File: config.mk
export PLATFORM = sky130hd
export DESIGN_NAME = regfile_mp
export DESIGN_NICKNAME = d
export VERILOG_FILES = /design/src/rtl/regfile_mp.sv
export SDC_FILE = /design/constraint.sdc
export NUM_CORES = 1
export LEC_CHECK = 0
export CORE_MARGIN = 2
export CORE_UTILIZATION = 25
export DETAILED_ROUTE_END_ITERATION = 12
export PLACE_DENSITY = 0.51
export RECOVER_POWER = 25
export SLEW_MARGIN = 10
export SYNTH_ARGS = -nofsm -noshare
export SYNTH_HDL_FRONTEND = slang
export SYNTH_SLANG_ARGS = --single-unit
File: constraint.sdc
create_clock -name clk -period 10.08 [get_ports clk]
set_clock_uncertainty 0.15 [all_clocks]
set_input_delay 2.016 -clock clk [delete_from_list [all_inputs] [get_ports clk]]
set_output_delay 2.016 -clock clk [all_outputs]
set_load 0.005 [all_outputs]
File: src/rtl/regfile_mp.sv
// -----------------------------------------------------------------------------
// regfile_mp -- parametrised multi-read-port integer register file
//
// A register file with NR_READ combinational read ports and one write port.
// After every reset the array is zeroed one entry per clock. init_done goes
// high once the last entry has been cleared. A per-register busy scoreboard
// tracks pending producers for the pipelined datapath. halt_ret exposes
// rf[RET_REG] directly for the halt path.
//
// Parameters:
//   ADDR_WIDTH  register index width (depth = 2**ADDR_WIDTH)
//   DATA_WIDTH  register width
//   NR_READ     number of combinational read ports (1..4)
//   RET_REG     register index exported on halt_ret
//
// Ports:
//   clk        in   rising-edge clock
//   rst        in   synchronous active-high reset
//   wen        in   write enable
//   waddr      in   write index
//   wdata      in   write data
//   raddr      in   packed read indices, port i at [i*ADDR_WIDTH +: ADDR_WIDTH]
//   rdata      out  packed read data, same packing as raddr
//   rbusy      out  busy flag of each read port's register
//   busy_set   in   mark busy_addr as pending
//   busy_addr  in   register to mark busy
//   init_done  out  high once the post-reset clear has completed
//   halt_ret   out  current value of rf[RET_REG]
//
// Build option:
//   REGFILE_BYPASS_EN  when defined, same-cycle write data and the resulting
//                      busy state are forwarded to the read ports and to
//                      halt_ret. When undefined, reads return the pre-edge
//                      array contents.
// -----------------------------------------------------------------------------
module regfile_mp #(
  parameter int ADDR_WIDTH = 5,
  parameter int DATA_WIDTH = 32,
  parameter int NR_READ    = 2,
  parameter int RET_REG    = 10
) (
  input  logic                          clk,
  input  logic                          rst,
  input  logic                          wen,
  input  logic [ADDR_WIDTH-1:0]         waddr,
  input  logic [DATA_WIDTH-1:0]         wdata,
  input  logic [NR_READ*ADDR_WIDTH-1:0] raddr,
  output logic [NR_READ*DATA_WIDTH-1:0] rdata,
  output logic [NR_READ-1:0]            rbusy,
  input  logic                          busy_set,
  input  logic [ADDR_WIDTH-1:0]         busy_addr,
  output logic                          init_done,
  output logic [DATA_WIDTH-1:0]         halt_ret
);

  localparam int DEPTH = 2 ** ADDR_WIDTH;
  localparam logic [ADDR_WIDTH-1:0] RET_IDX = ADDR_WIDTH'(RET_REG);

  typedef enum logic {CLEAR, READY} state_t;

  state_t                state, state_nxt;
  logic [ADDR_WIDTH-1:0] clr_idx;
  logic [DATA_WIDTH-1:0] rf [DEPTH];
  logic [DEPTH-1:0]      busy, busy_nxt;

  // Array write port: the clear sequence and the normal write share it.
  logic                  rf_we;
  logic [ADDR_WIDTH-1:0] rf_wa;
  logic [DATA_WIDTH-1:0] rf_wd;
  logic                  sb_set, sb_clr;

  logic ready;
  logic clr_last;
  logic wr_hit_ok;  // a real, non-x0 write is happening this cycle

  assign ready     = (state == READY);
  assign clr_last  = (clr_idx == '1);
  assign wr_hit_ok = ready && wen && (waddr != '0);

  // ---------------------------------------------------------------------------
  // FSM: state register
  // ---------------------------------------------------------------------------
  // NOTE: sequential state uses non-blocking assignments only, so every flop
  // samples pre-edge values regardless of the order the blocks are evaluated.
  always_ff @(posedge clk) begin
    if (rst) begin
      state     <= CLEAR;
      init_done <= 1'b0;
    end else begin
      state     <= state_nxt;
      init_done <= (state_nxt == READY);
    end
  end

  // ---------------------------------------------------------------------------
  // FSM: next-state logic
  // ---------------------------------------------------------------------------
  // NOTE: every variable written here gets a default first, so no path leaves
  // it unassigned and no latch is inferred.
  always_comb begin
    state_nxt = state;
    if (state == CLEAR && clr_last) state_nxt = READY;
  end

  // ---------------------------------------------------------------------------
  // FSM: output / datapath control
  // ---------------------------------------------------------------------------
  always_comb begin
    rf_we  = 1'b0;
    rf_wa  = clr_idx;
    rf_wd  = '0;
    sb_set = 1'b0;
    sb_clr = 1'b0;
    case (state)
      CLEAR: begin
        rf_we = 1'b1;
      end
      READY: begin
        rf_we  = wen && (waddr != '0);
        rf_wa  = waddr;
        rf_wd  = wdata;
        sb_set = busy_set && (busy_addr != '0);
        sb_clr = wen;
      end
      default: ;
    endcase
  end

  // The clear index walks through the array only while clearing. It is held
  // at 0 during reset and wraps back to 0 after the last entry.
  always_ff @(posedge clk) begin
    if (rst)                 clr_idx <= '0;
    else if (state == CLEAR) clr_idx <= clr_idx + 1'b1;
  end

  // NOTE: the array itself has no reset term. It is zeroed by the sequential
  // clear, which keeps it mappable onto RAM/flop arrays without a wide reset
  // fan-out. rst only blocks the write so that no in-flight write lands.
  always_ff @(posedge clk) begin
    if (!rst && rf_we) rf[rf_wa] <= rf_wd;
  end

  // Scoreboard: the clear is applied before the set, so a set to the same
  // index on the same edge wins.
  always_comb begin
    busy_nxt = busy;
    if (sb_clr) busy_nxt[waddr]     = 1'b0;
    if (sb_set) busy_nxt[busy_addr] = 1'b1;
  end

  always_ff @(posedge clk) begin
    if (rst) busy <= '0;
    else     busy <= busy_nxt;
  end

  // ---------------------------------------------------------------------------
  // Combinational read ports
  // ---------------------------------------------------------------------------
  for (genvar i = 0; i < NR_READ; i++) begin : g_rd
    logic [ADDR_WIDTH-1:0] ra;
    logic [DATA_WIDTH-1:0] rd;
    logic                  rb;

    assign ra = raddr[i*ADDR_WIDTH +: ADDR_WIDTH];

    always_comb begin
      rd = rf[ra];
      rb = busy[ra];
`ifdef REGFILE_BYPASS_EN
      if (wr_hit_ok && ra == waddr) begin
        rd = wdata;
        rb = busy_set && (busy_addr == waddr);
      end
`endif
      if (!ready || ra == '0) begin
        rd = '0;
        rb = 1'b0;
      end
    end

    assign rdata[i*DATA_WIDTH +: DATA_WIDTH] = rd;
    assign rbusy[i]                          = rb;
  end

  // Return-value tap for the halt path.
  always_comb begin
    halt_ret = rf[RET_IDX];
`ifdef REGFILE_BYPASS_EN
    if (wr_hit_ok && waddr == RET_IDX) halt_ret = wdata;
`endif
    if (!ready || RET_IDX == '0) halt_ret = '0;
  end

`ifndef REGFILE_BYPASS_EN
  // Without forwarding the write-hit qualifier has no reader.
  logic unused_wr_hit;
  assign unused_wr_hit = wr_hit_ok;
`endif

endmodule
==> key figures <==
Clocking
  • Post-CTS Resized: 0
  • CTS tree: done
  • Reg clk slew, reported paths: 60 ps
  • H-tree depth: 3
  • Insertion delay to the later sink of the worst-skew pair: 710 ps
  • Clk buf depth: 3
  • Root buf cell: clkbuf_16
  • CTS buffer count: 106
  • Post-CTS Hold Buffers: 0
  • TritonCTS Sinks: 1062
  • Post-CTS setup buffers: 0

Finish
  • Final nets: 3341
  • Layout area overhead: 15.9%
  • Fill count: 19915
  • Fin util: 29.2%
  • Share of layout cells above drive strength 1: 16.9%
  • Final instance area: 58300 µm²

Job
  • Max-Cap Viols: 18

Synth
  • Async SR Flop Fraction: 0%
  • Area leader, netlist: edfxtp_1
  • Synth Area in XOR/XNOR: 0.0348%
  • EDFF count, synth: 1024
  • Yosys reg bits: 1062
  • Synth cell count leaders: 1024 x edfxtp_1, 539 x mux2i_1, 256 x mux4_2
  • Syn Inst Count: 3172
  • Yosys Warn Count: 0
  • Mux share of post-synthesis cell area: 22.4%
  • Yosys top cell area share: 61.1%
  • Synth Flop Type: edfxtp_1
  • Largest family of logic cells by synthesized area: multiplexers
  • Cell Area, Synth: 50300 µm²
  • Top-count cell post-synth: edfxtp_1
  • Complex-gate fraction of the synthesized area: 6.38%
  • Simple-Gate Fraction of Synth Area: 5.71%
  • Mapped Avg Cell Area: 15.9 µm²
  • Synth Area in Adders: 0.0497%
  • Sequential cell area fraction in the yosys report: 62.6%
  • Top cells by area, synth: edfxtp_1 61%, mux4_2 11%, mux2i_1 11%
  • Netlist cell types: 45
  • Syn_nets: 3230

Placement
  • Placed Area: 55100 µm²
  • Detailed Place HPWL: 109000 µm
  • Placer congestion estimate: 0.820
  • IO Port Bufs: 154

Critical path
  • Required @ worst endpoint: 7910 ps
  • CP bufs+invs: 3
  • Max incr delay on CP: 810 ps
  • CP startpoint kind: input port
  • CP max-delay cell: buf_4
  • Crit Path Class: in2out
  • RR Startpoint: ready
  • Critical Path AT: 5700 ps
  • Worst-path maximum fanout: 44
  • Reg2reg end: rf[20][26]
  • Worst R2R Setup Slack: 5640 ps
  • Crit-path leading delay family: buffers and inverters
  • Critical-path cell list: clkbuf_8 -> buf_4 -> mux4_2 -> a22o_1 -> a31oi_1 -> nand4_1 -> clkdlybuf4s50_1
  • Reg2reg path depth: 6
  • Crit end category: output pin

Timing
  • Final setup viols: 0
  • FMAX: 127 MHz
  • Crit share post-route: 78.0%
  • Fin. max-slew vios: 605
  • Worst hold slack: 344 ps
  • Hold Vio Cnt, Final: 0
  • Setup_tns: 0 ps
  • Minimum clock period: 7860 ps
  • RSZ-0062 raised after global routing: false
  • Max-slew headroom: -30.3%
  • Worst-margin pin slew: 1950 ps

Power and ir drop
  • Maximum vdd drop: 0.000132 V
  • Leak: 18.8 nW
  • P per Cell Area: 158 nW/µm²

Floorplanning
  • Die Ht: 453 µm
  • Std-Cell Rows: 164
  • Io pins: 155
  • Core area: 200000 µm²
  • Initial Util: 25.2%
  • Die W: 453 µm
  • Die area: 205000 µm²

Routing
  • Drt pass-1 iters: 7
  • Per-cell routed wire length: 30.0 µm
  • Post-Route WL: 181000 µm
  • Antenna Nets Post-Route: 0
  • DRC Markers: 0
  • Routed vias/inst: 5.25
  • DR vias: 31698
  • DRT iter0 DRCs: 2844

Global route
  • Largest net degree at the start of global routing: 105
  • Total GRT Usage: 17.2%
  • Final global-route overflow total: 0
  • Number of global-route vias before repair: 32338
  • Global-route wire length before repair: 250000 µm
  • Antenna violations before repair: 3

Min path
  • HP Start: busy[7]
  • Worst Hold Class: reg2reg
  • Hold-critical path depth: 2
  • Hold endpoint: busy[7]

Status
  • Status: finished, violations left
  • Violated checks: max-capacitance violations, max-slew violations
## worst min-delay path, delay by kind of cell (launching register included)
family,cells,cell delay [ps]
AO/OA/AOI/OAI,2,130
flip-flops,1,310
## cell type report
class	count	area (µm²)	area share (%)
well taps	2656	3320	5.70
diodes	4	10.0	0.0172
inverters	2	7.51	0.0129
clock buffers	136	2820	4.83
flip-flops and latches	1062	31500	54.0
clock inverters	61	502	0.860
repair buffers	258	2330	4.00
multi-input cells	1853	17800	30.6
## sequential cells by signal, summed over array words and instances, names as in the netlist
name and flops:
busy 32, clr_idx 5, ready 1, rf 1024
## stage by stage
stage	instances	total power, mW	worst slack (ps)
after floorplan	3172	5.28	4500
after global routing	6029	9.49	2090
after global placement	5831	5.47	2180
final	6032	9.24	2220
after detailed placement	5831	5.47	2210
after CTS	6028	9.29	2210
## kinds of logic (layout without fill, tap and decap cells)
| logic type | count (synthesis) | after routing |
|---|---|---|
| other cells | 0 | 4 |
| flops | 1062 | 1062 |
| compound gates | 479 | 479 |
| simple gates | 569 | 569 |
| buf+inv | 257 | 457 |
| mux | 801 | 801 |
| xor+xnor | 2 | 2 |
| fa+ha+maj | 2 | 2 |
## cells in the final DEF (no fill, tap or decap), types with 32 or more instances in the layout
master / n
a22oi_1: 178
nand4_1: 59
a31oi_1: 64
a21oi_1: 131
nor2_4: 38
clkbuf_1: 40
edfxtp_1: 1024
and2_1: 50
clkbuf_16: 107
o21ai_0: 32
mux4_2: 256
clkdlybuf4s50_1: 130
a22o_1: 57
mux2i_1: 539
nand3_1: 181
buf_4: 87
dfxtp_1: 37
nand2_1: 157
## metal layers
metal,part of all wire (%),routed length (µm),vias to the layer above,global-route usage (%)
li1,-,-,13183,-
met1,39,70600,16941,20.8
met2,51,93100,1278,30.8
met3,5.4,9810,296,2.22
met4,4.1,7420,0,6.81
met5,0,0,-,0
## worst max path at each step
stage / to / depth (start not counted) / slack, ps / from
3_5_place_dp: rdata[39] / 7 / 2210 / raddr[5]
5_1_grt: rdata[39] / 7 / 2090 / raddr[5]
4_1_cts: rdata[39] / 7 / 2210 / raddr[5]
6_report: rdata[39] / 7 / 2220 / raddr[5]
3_3_place_gp: rdata[39] / 7 / 2180 / raddr[5]
2_1_floorplan: rbusy[1] / 7 / 4500 / raddr[5]
## where the power goes
part	internal, mW	total, mW	switching, mW
Combinational	0.223	0.567	0.344
Sequential	4.80	4.81	0.0134
Clock	2.13	3.86	1.73
(Power assumes the default switching activity.)
